==> src/rtl/move_list_writer.sv <==
// move_list_writer: drains packed move words from the legal-move-generator FIFO
// into block RAM. Valid lanes of each word are compacted into consecutive RAM
// entries starting at BASE_ADDR+1; a count header goes to BASE_ADDR and a zero
// terminator follows the last move. Software polls the done level.
//
// Handshake: lmg_rden is a one-cycle pop strobe, high during the REQ cycle; the
// FIFO presents the popped word on lmg_word in the following (CAPTURE) cycle,
// where it is registered. There is no backpressure on the RAM side: a cycle
// with ram_wren=1 is one complete write of ram_data to ram_wraddr.
module move_list_writer #(
  parameter int LANES     = 8,
  parameter int MOVE_W    = 18,
  parameter int DATA_W    = 32,
  parameter int ADDR_W    = 15,
  parameter int BASE_ADDR = 16,
  parameter int MAX_MOVES = 255
) (
  input  logic                          clk,
  input  logic                          reset,
  input  logic                          start,
  input  logic                          abort,
  input  logic                          lmg_done,
  output logic                          lmg_rden,
  input  logic [LANES*(MOVE_W+1)-1:0]   lmg_word,
  output logic                          ram_wren,
  output logic [ADDR_W-1:0]             ram_wraddr,
  output logic [DATA_W-1:0]             ram_data,
  output logic                          busy,
  output logic                          done,
  output logic                          overflow,
  output logic [15:0]                   move_count,
  output logic [2:0]                    fsm_state
);

  localparam int LANE_W = MOVE_W + 1;
  localparam int WORD_W = LANES * LANE_W;

  typedef enum logic [2:0] {
    S_IDLE     = 3'd0,
    S_WAIT_LMG = 3'd1,
    S_REQ      = 3'd2,
    S_CAPTURE  = 3'd3,
    S_SCAN     = 3'd4,
    S_HEADER   = 3'd5,
    S_TERM     = 3'd6,
    S_DONE     = 3'd7
  } state_t;

  state_t               state_q, state_d;
  logic [WORD_W-1:0]    word_q;
  logic [LANES-1:0]     mask_q, mask_d;
  logic [15:0]          count_q, count_d;
  logic                 ovf_q, ovf_d;
  logic                 done_q;

  logic [LANES-1:0]     cap_mask;
  logic [LANES-1:0]     sel_onehot;
  logic [MOVE_W-1:0]    sel_move;
  logic [ADDR_W-1:0]    move_addr;
  logic [DATA_W-1:0]    hdr_data;

  logic                 wr_en;
  logic [ADDR_W-1:0]    wr_addr;
  logic [DATA_W-1:0]    wr_data;

  // Pending mask of a freshly popped word: a lane is pending when its flag is 0.
  always_comb begin
    cap_mask = '0;
    for (int i = 0; i < LANES; i++) begin
      cap_mask[i] = ~lmg_word[i*LANE_W + MOVE_W];
    end
  end

  // Priority pick of the lowest-index pending lane; scanning downwards lets
  // the lowest set bit overwrite any higher one.
  always_comb begin
    sel_onehot = '0;
    sel_move   = '0;
    for (int i = LANES - 1; i >= 0; i--) begin
      if (mask_q[i]) begin
        sel_onehot    = '0;
        sel_onehot[i] = 1'b1;
        sel_move      = word_q[i*LANE_W +: MOVE_W];
      end
    end
  end

  // Address of the next move slot (also where the terminator lands) and the
  // header word {overflow, zeros, count}.
  always_comb begin
    move_addr              = ADDR_W'(BASE_ADDR + 1) + ADDR_W'(count_q);
    hdr_data               = '0;
    hdr_data[DATA_W-1]     = ovf_q;
    hdr_data[15:0]         = count_q;
  end

  // Next-state, bookkeeping and write decision; abort overrides everything.
  always_comb begin
    state_d = state_q;
    mask_d  = mask_q;
    count_d = count_q;
    ovf_d   = ovf_q;
    wr_en   = 1'b0;
    wr_addr = move_addr;
    wr_data = '0;

    unique case (state_q)
      S_IDLE, S_DONE: begin
        if (start) begin
          count_d = '0;
          ovf_d   = 1'b0;
          state_d = S_WAIT_LMG;
        end
      end
      S_WAIT_LMG: begin
        if (lmg_done) state_d = S_REQ;
      end
      S_REQ: begin
        state_d = S_CAPTURE;
      end
      S_CAPTURE: begin
        mask_d  = cap_mask;
        state_d = (cap_mask == '0) ? S_HEADER : S_SCAN;
      end
      S_SCAN: begin
        wr_en   = 1'b1;
        wr_addr = move_addr;
        wr_data = DATA_W'(sel_move);
        mask_d  = mask_q & ~sel_onehot;
        count_d = count_q + 16'd1;
        // Capacity reached: stop here, leaving remaining lanes and words unread.
        if (count_d == 16'(MAX_MOVES)) begin
          ovf_d   = 1'b1;
          state_d = S_HEADER;
        end else if (mask_d == '0) begin
          state_d = S_REQ;
        end
      end
      S_HEADER: begin
        wr_en   = 1'b1;
        wr_addr = ADDR_W'(BASE_ADDR);
        wr_data = hdr_data;
        state_d = S_TERM;
      end
      S_TERM: begin
        wr_en   = 1'b1;
        wr_addr = move_addr;
        wr_data = '0;
        state_d = S_DONE;
      end
      default: begin
        state_d = S_IDLE;
      end
    endcase

    if (abort) begin
      state_d = S_IDLE;
      wr_en   = 1'b0;
      mask_d  = mask_q;
      count_d = count_q;
      ovf_d   = ovf_q;
    end
  end

  // State, bookkeeping and registered outputs. The pop strobe is loaded on the
  // transition into REQ so it is high during REQ itself. done rises one cycle
  // after DONE is entered, i.e. after the terminator write has been presented.
  always_ff @(posedge clk or posedge reset) begin
    if (reset) begin
      state_q    <= S_IDLE;
      word_q     <= '0;
      mask_q     <= '0;
      count_q    <= '0;
      ovf_q      <= 1'b0;
      done_q     <= 1'b0;
      lmg_rden   <= 1'b0;
      ram_wren   <= 1'b0;
      ram_wraddr <= '0;
      ram_data   <= '0;
    end else begin
      state_q  <= state_d;
      mask_q   <= mask_d;
      count_q  <= count_d;
      ovf_q    <= ovf_d;
      done_q   <= (state_q == S_DONE) && (state_d == S_DONE);
      lmg_rden <= (state_d == S_REQ);
      ram_wren <= wr_en;
      if (state_q == S_CAPTURE) word_q <= lmg_word;
      if (wr_en) begin
        ram_wraddr <= wr_addr;
        ram_data   <= wr_data;
      end
    end
  end

  assign busy       = (state_q != S_IDLE) && (state_q != S_DONE);
  assign done       = done_q;
  assign overflow   = ovf_q;
  assign move_count = count_q;
  assign fsm_state  = state_q;

endmodule
==> config.mk <==
export PLATFORM = sky130hd
export DESIGN_NAME = move_list_writer
export DESIGN_NICKNAME = d
export VERILOG_FILES = /design/src/rtl/move_list_writer.sv
export SDC_FILE = /design/constraint.sdc
export NUM_CORES = 1
export LEC_CHECK = 0
export ABC_AREA = 1
export CAP_MARGIN = 10
export CORE_AREA = 3 3 107 186
export DETAILED_ROUTE_END_ITERATION = 8
export DIE_AREA = 0 0 110 189
export PLACE_DENSITY = 0.85
export SYNTH_ARGS = -nofsm -noshare
export SYNTH_HDL_FRONTEND = slang
export SYNTH_SLANG_ARGS = --single-unit
==> constraint.sdc <==
create_clock -name clk -period 21.7 [get_ports clk]
set_clock_uncertainty 0.15 [all_clocks]
set_input_delay 5.425 -clock clk [delete_from_list [all_inputs] [get_ports clk]]
set_output_delay 5.425 -clock clk [all_outputs]
set_load 0.01 [all_outputs]
; ---- After elaboration in Yosys (flattened, before gate mapping)
; Index checks and enable logic that the tools add are counted.
[word_totals]
out_inout_bits = 71
word_cells = 82
inputBits = 157
register_bits = 229
[op_classes]
reduce_logical = 13
n_addsub = 2
bitwise_logic = 11
mux = 33
eq_ne = 13
[ops]
columns = op, n
row1 = 2-to-1 mux 18 bit, 8
row2 = 2-to-1 mux 8 bit, 8
row3 = case mux 32 bit (2 select lines), 1
row4 = case mux 16 bit (2 select lines), 1
row5 = case mux 3 bit (7 select lines), 1
row6 = "adder 16 x 1 -> 16 bit, second input constant", 1
row7 = "equality test 16 x 8 -> 1 bit, second input constant", 1
row8 = logical NOT 8 bit, 2
row9 = 2-to-1 mux 16 bit, 1
row10 = case mux 8 bit (2 select lines), 1
row11 = "adder 5 x 15 -> 15 bit, first input constant", 1
row12 = "equality test 3 bit, second input constant", 5
row13 = 2-to-1 mux 15 bit, 1
row14 = 2-to-1 mux 3 bit, 5
row15 = "equality test 3 x 2 -> 1 bit, second input constant", 3
row16 = NOT 1 bit, 9
row17 = AND 8 bit, 1
row18 = NOT 8 bit, 1
row19 = 2-to-1 mux 1 bit, 5
row20 = "inequality test 2 bit, second input constant", 2
row21 = AND reduction 4 bit, 1
row22 = nonzero test 2 bit, 2
row23 = "equality test 3 x 1 -> 1 bit, second input constant", 1
row24 = logical NOT 3 bit, 1
row25 = other kinds (8), 9

; ---- Logic depth before layout (Yosys ltp)
; Gate-level depths: netlist of the first run.
[depth]
word_depth = 17
depth_mapped = 13
ltp_nobuf = 13

; ---- Least setup slack after synthesis of the first run
; OpenSTA, ideal clock, no wires.
[synth_path]
path_type = in2reg
start = input abort
end = register ram_wraddr[10]
slack_ps = 15127
t_required_ps = 21455
stages = 5
setup_time_ps = 95
arrival_time_ps = 6328
path_buffers = 0
cell_sequence = nor2_1 -> inv_1 -> nor2_1 -> inv_1 -> o31ai_1
[synth_via]
elab_chain_cells = 1
[synth_rtl]
columns = element, line
row1 = start: declaration, 21  ; input logic abort,
row2 = 2-to-1 mux 1 bit, 156  ; if (abort) begin
row3 = end signal: assignment, 190  ; ram_wraddr <= wr_addr;
row4 = end: declaration, 26  ; output logic [ADDR_W-1:0] ram_wraddr,
; Every way passes these cells.
; A chain may end at the register's enable or synchronous reset.

; ---- Final worst setup path of the first run
[layout_path]
start = input abort
end = register ram_wraddr[12]
; Same word-level chain as after synthesis.

==> impl_results.md, run 1 <==
- Num CTS Buffers: 20
- Register area: 5230 µm²
- Die ar.: roughly 21000 µm²
- Post-CTS setup buffers: 0
- F_max: between 100 and 150 MHz
- Leak Pwr: 5.99 nW
- GR Overflow Total: 0
- DRC Markers: 0
- Hold Path Class: register to register
- Yosys top cell by area: dfrtp_1
- Die W: 110 µm
- Peak supply drop: 0.0745 mV
- Power Total: 1.60 mW
- Vias in the first global route: 9146
- CTS tree: done
- Post-route ant nets: 0
- Crit path DAT: approximately 8.3 ns
- Critical Path Start Type: input pin
- Crit end category: register
- Total Neg Setup Slack: 0 ns
- GP Congestion: 0.976
- Final Net Count: 1548
- Post-synth top flop: dfrtp_1
- Cells after synthesis: 1217
- RSZ-0062 raised after global routing: no
- H-tree levels: 1
- Seq/Total Area, Yosys: 0.516
- Hpwl dp: roughly 22000 µm
- Core Box Area: about 19000 µm²
- CTS root buffer: clkbuf_16
- Initial antenna violation count: 0
- Pwr Density: 124 nW/µm²
- Area of the multi-input gates: 3890 µm²
- Port Buffer Count: 214
- Yosys warnings: 0
- Status: finished clean
- Die Span Y: 189 µm
- Max_slew headroom: 0.232
- CTS sink count: 209
- Drt first-iter violations: 597
- Synth area leaders: dfrtp_1 52%, a21oi_1 7.9%, inv_1 6.7%
- First-pass GRT wire length: 46100 µm
- Top cell type's share of synthesized area: 0.516
- Ports: 228
- Share of cells above drive strength 1: 0.0563
- Worst Tran Pin Value: between 1 and 1.5 ns
- CP cell instances: clkdlybuf4s50_1, nor2_1, inv_1, nor2_1, inv_1, a21oi_1, o21ai_0, nand2_1
- Per-cell routed wire length: 18.1 µm
- EDFF count, synth: 0
- Fill count: 1457
- Min Tclk post-route: 8.04 ns
- Commonest cells post-synth: 209 x dfrtp_1, 182 x inv_1, 164 x nor2_1
- #FFs+latches synth: 209
- Ys async rst share: 1.00
- Final Hold Viols: 0
- Kind of critical path: input pin to register
- Rows: between 60 and 70
- Final WL: 29700 µm
- Critical Path Slowest Stage Cell: inv_1
- Required @ worst endpoint: about 22 ns
- Post-synthesis cell area: slightly above 10000 µm²
- Initial core utilization: 0.546
- Synth-to-layout area growth: 27.5%
- Syn_area_per_cell: 8.33 µm²
- Worst stage delay on the critical path: 0.64 ns
- Largest net degree at the start of global routing: around 130
- Count leader, synth: dfrtp_1
- Clock transition at path regs: 0.06 ns
- First drt pass iteration count: 5
- Max-slew violation count: 0
- Clock Tree Buf Depth: 3
- Number of vias per cell: 5.57
- Synth cell types: 37
- Final worst path period share: 0.371
- Setup Viol. Count Final: 0
- Vias: about 9100
- CTS Hold Bufs: 0
- Post-cts resize count: 0
- Antenna diodes: 0
- GRT Total Usage: 0.287
- Worst Path Max Fanout: 36
- Clk_lat worst skew: 0.49 ns
- Max-cap violations: 0
cells in the final DEF, fill, tap and decap left out, drive strengths merged, types with 2 or more instances in the layout:
cell type	Yosys	layout
o221ai	8	8
nor3	5	5
nand3	51	51
clkinv	2	6
dfrtp	209	209
o22ai	8	8
mux2	20	20
nand4	7	7
o211ai	42	42
ha	2	2
nand2	124	124
nor2	174	174
conb	1	13
o31ai	3	3
a221oi	18	18
inv	182	182
buf	42	5
clkdlybuf4s50	0	214
a21oi	161	161
o21ai	112	112
clkbuf	39	31
worst paths after layout:
check | from | to | slack (ns) | depth (start not counted)
setup reg to reg | fsm_state[1] | word_q[142] | 17.04 | 6
max in group asynchronous | reset | word_q[123] | 14.47 | 3
setup / recovery | abort | ram_wraddr[12] | 13.66 | 8
hold reg to reg | word_q[79] | word_q[79] | 0.36 | 2
min in group asynchronous | reset | lmg_rden | 5.38 | 2
hold / removal | word_q[79] | word_q[79] | 0.36 | 2
cell families after synthesis:
kind of cell | after synthesis | share of synthesized area
mux | 20 | 0.0222
other cells | 1 | 0.000370
buf+inv | 265 | 0.106
simple gates | 362 | 0.152
xor+xnor | 1 | 0.000864
fa+ha+maj | 2 | 0.00247
compound gates | 357 | 0.200
flops | 209 | 0.516
routing by layer:
layer | wire length (µm) | GRT usage
met2 | 15500 | 0.503
met1 | 10100 | 0.314
met3 | 1870 | 0.0345
met4 | 2220 | 0.196
met5 | 0 | 0
final cells by class:
type / instances / area share
repair buffers: 219 / 0.169
flip-flops and latches: 209 / 0.405
clock inverters: 4 / 0.00184
inverters: 184 / 0.0540
well taps: 238 / 0.0230
clock buffers: 31 / 0.0467
multi-input cells: 755 / 0.301
power by group:
group	switching [mW]	internal [mW]
registers	0.0980	0.558
logic	0.369	0.238
clock network	0.145	0.191
sequential cells by signal (all words and copies together) (netlist names):
register and cells:
done 1, ram_wraddr 15, lmg_rden 1, move_count 16, ram_data 19, fsm_state 3
overflow 1, mask_q 8, ram_wren 1, word_q 144
worst max-delay path, delay by kind of cell:
kind	cells	cell delay, ns
simple gates	3	1.18
compound gates	2	0.27
buf+inv	3	1.44
through the flow:
stage | util | hold slack, ns | setup slack [ns] | cell area [µm²] | instances
floorplan | - | 0.328 | 10.42 | 10200 | 1229
global placement | 0.662 | 0.336 | 13.23 | 12300 | 1605
detailed placement | 0.662 | 0.345 | 13.15 | 12300 | 1605
CTS | 0.696 | 0.359 | 13.66 | 12900 | 1640
global route | 0.696 | 0.375 | 13.25 | 12900 | 1640
finish | 0.696 | 0.359 | 13.66 | 12900 | 1640
(Power assumes the default switching activity.)
==> run 2, diff against run 1 <==
--- a/config.mk
+++ b/config.mk
@@ -7,10 +7,10 @@
 export LEC_CHECK = 0
 export ABC_AREA = 1
 export CAP_MARGIN = 10
-export CORE_AREA = 3 3 107 186
+export CORE_AREA = 3 3 111 193
 export DETAILED_ROUTE_END_ITERATION = 8
-export DIE_AREA = 0 0 110 189
-export PLACE_DENSITY = 0.85
+export DIE_AREA = 0 0 114 196
+export PLACE_DENSITY = 0.8
 export SYNTH_ARGS = -nofsm -noshare
 export SYNTH_HDL_FRONTEND = slang
 export SYNTH_SLANG_ARGS = --single-unit
==> constraint.sdc (replaced) <==
create_clock -name clk -period 7.6 [get_ports clk]
set_clock_uncertainty 0.15 [all_clocks]
set_input_delay 1.9 -clock clk [delete_from_list [all_inputs] [get_ports clk]]
set_output_delay 1.9 -clock clk [all_outputs]
set_load 0.01 [all_outputs]
==> impl_results.md, run 2 (synthesis results as in run 1) <==
- Post-CTS setup buffers: 0
- GP Congestion: 0.981
- Die Span Y: 196 µm
- Per-cell routed wire length: 18.1 µm
- GR Overflow Total: 0
- Worst Path Max Fanout: 36
- Hold Path Class: register to register
- Number of vias per cell: 5.51
- Final worst path period share: 0.602
- Fin cells: around 1600
- CTS tree: done
- Sequential power share: 0.401
- Clock power frac: 0.226
- Fill count: 1692
- Max-slew violation count: 0
- Max FFs per register: ~140
- RSZ-0062 raised after global routing: no
- GRT Total Usage: 0.264
- Die W: 114 µm
- Crit path capture: ram_wraddr[12]
- Clk_lat worst skew: between 0.4 and 0.5 ns
- Hpwl dp: 22200 µm
- Worst r2r dst: word_q[52]
- Pwr Density: 358 nW/µm²
- CP startpoint: abort
- Worst Tran Pin Value: around 1.2 ns
- Die ar.: about 22000 µm²
- Vias in the first global route: 9234
- Ports: 228
- Post-cts resize count: 0
- Post-route worst setup slack: between 3 and 4 ns
- DRC Markers: 0
- Leak Pwr: approximately 6.0 nW
- F_max: 219 MHz
- Kind of critical path: input pin to register
- Design area: 13000 µm²
- Required @ worst endpoint: about 7.9 ns
- Synth-to-layout area growth: 28.4%
- Max_slew headroom: 0.203
- Total Neg Setup Slack: 0 ns
- CTS root buffer: clkbuf_16
- Biggest register: word_q
- Min Tclk post-route: 4.57 ns
- Final core occ: 0.654
- Setup Viol. Count Final: 0
- Psw: between 1.5 and 2 mW
- Initial antenna violation count: 1
- P_int: 2.91 mW
- Crit end category: register
- Share of cells above drive strength 1: 0.0592
- Final Net Count: 1549
- Largest net degree at the start of global routing: between 100 and 150
- Net Sw Frac: 0.375
- CTS sink count: 209
- Reg2Reg Depth: 6
- Port Buffer Count: roughly 210
- Initial core utilization: 0.509
- H-tree levels: 1
- Commonest non-fill, non-tap cell in the layout: clkdlybuf4s50_1
- R2R Setup Slk: 3.77 ns
- Final WL: about 30000 µm
- Post-route ant nets: 0
- Setup Slack @ Placement: approximately 2.6 ns
- Hold Slack: approximately 0.36 ns
- Peak supply drop: 0.234 mV
- Power Total: 4.66 mW
- Placed cells: 1613
- Vias: 9079
- Final Hold Viols: 0
- CTS Hold Bufs: 0
- Drt first-iter violations: 614
- First drt pass iteration count: 5
- Reg2reg start: fsm_state[1]
- DP Area: 12300 µm²
- Core Box Area: about 20000 µm²
- Rows: 68
- Critical Path Start Type: input pin
- Status: finished clean
- Num CTS Buffers: 20
- Max-cap violations: 0
- First-pass GRT wire length: around 47000 µm
- Clock transition at path regs: about 0.06 ns
- Commonest cells after routing, fill and taps aside: 214 x clkdlybuf4s50_1, 209 x dfrtp_1, 181 x inv_1
- Clock Tree Buf Depth: 3
- Crit path DAT: 4.85 ns
- Combinational share of power: 0.372
==> run 2: critical path, cell delays in order <==
cell,delay [ns]
clkdlybuf4s50_1,0.51
nor2_1,0.60
inv_1,0.64
nor2_1,0.53
inv_1,0.29
a21oi_1,0.17
o21ai_0,0.10
nand2_1,0.10
==> run 2: power by group through the flow <==
stage          logic [mW]  clock network (mW)  registers (mW)
2_1_floorplan        1.17                   0            1.78
3_3_place_gp         1.67                   0            1.86
3_5_place_dp         1.73                   0            1.88
4_1_cts              1.74                1.07            1.86
5_1_grt              1.95                1.12            1.91
6_report             1.73                1.05            1.87
==> run 2: worst min path at each step <==
stage,cells past startpoint,start,to
floorplan,2,word_q[76],word_q[76]
global placement,2,word_q[90],word_q[90]
detailed placement,1,word_q[144],word_q[144]
CTS,1,word_q[107],word_q[107]
global route,2,word_q[61],word_q[61]
finish,1,word_q[109],word_q[109]
==> run 2: layer usage <==
layer	vias up	track usage	part of all wire
met1	4337	0.292	0.36
met3	82	0.0293	0.051
met4	0	0.135	0.054
met5	-	0	0
met2	335	0.488	0.54
li1	4325	-	-
==> run 2: area by class of cell <==
cell class | count | area [µm²] | share of cell area
well taps | 245 | 307 | 0.0236
diodes | 1 | 2.50 | 0.000192
inverters | 184 | 694 | 0.0534
clock inverters | 9 | 120 | 0.00923
flip-flops and latches | 209 | 5230 | 0.402
repair buffers | 220 | 2200 | 0.169
multi-input cells | 755 | 3890 | 0.299
clock buffers | 26 | 574 | 0.0441
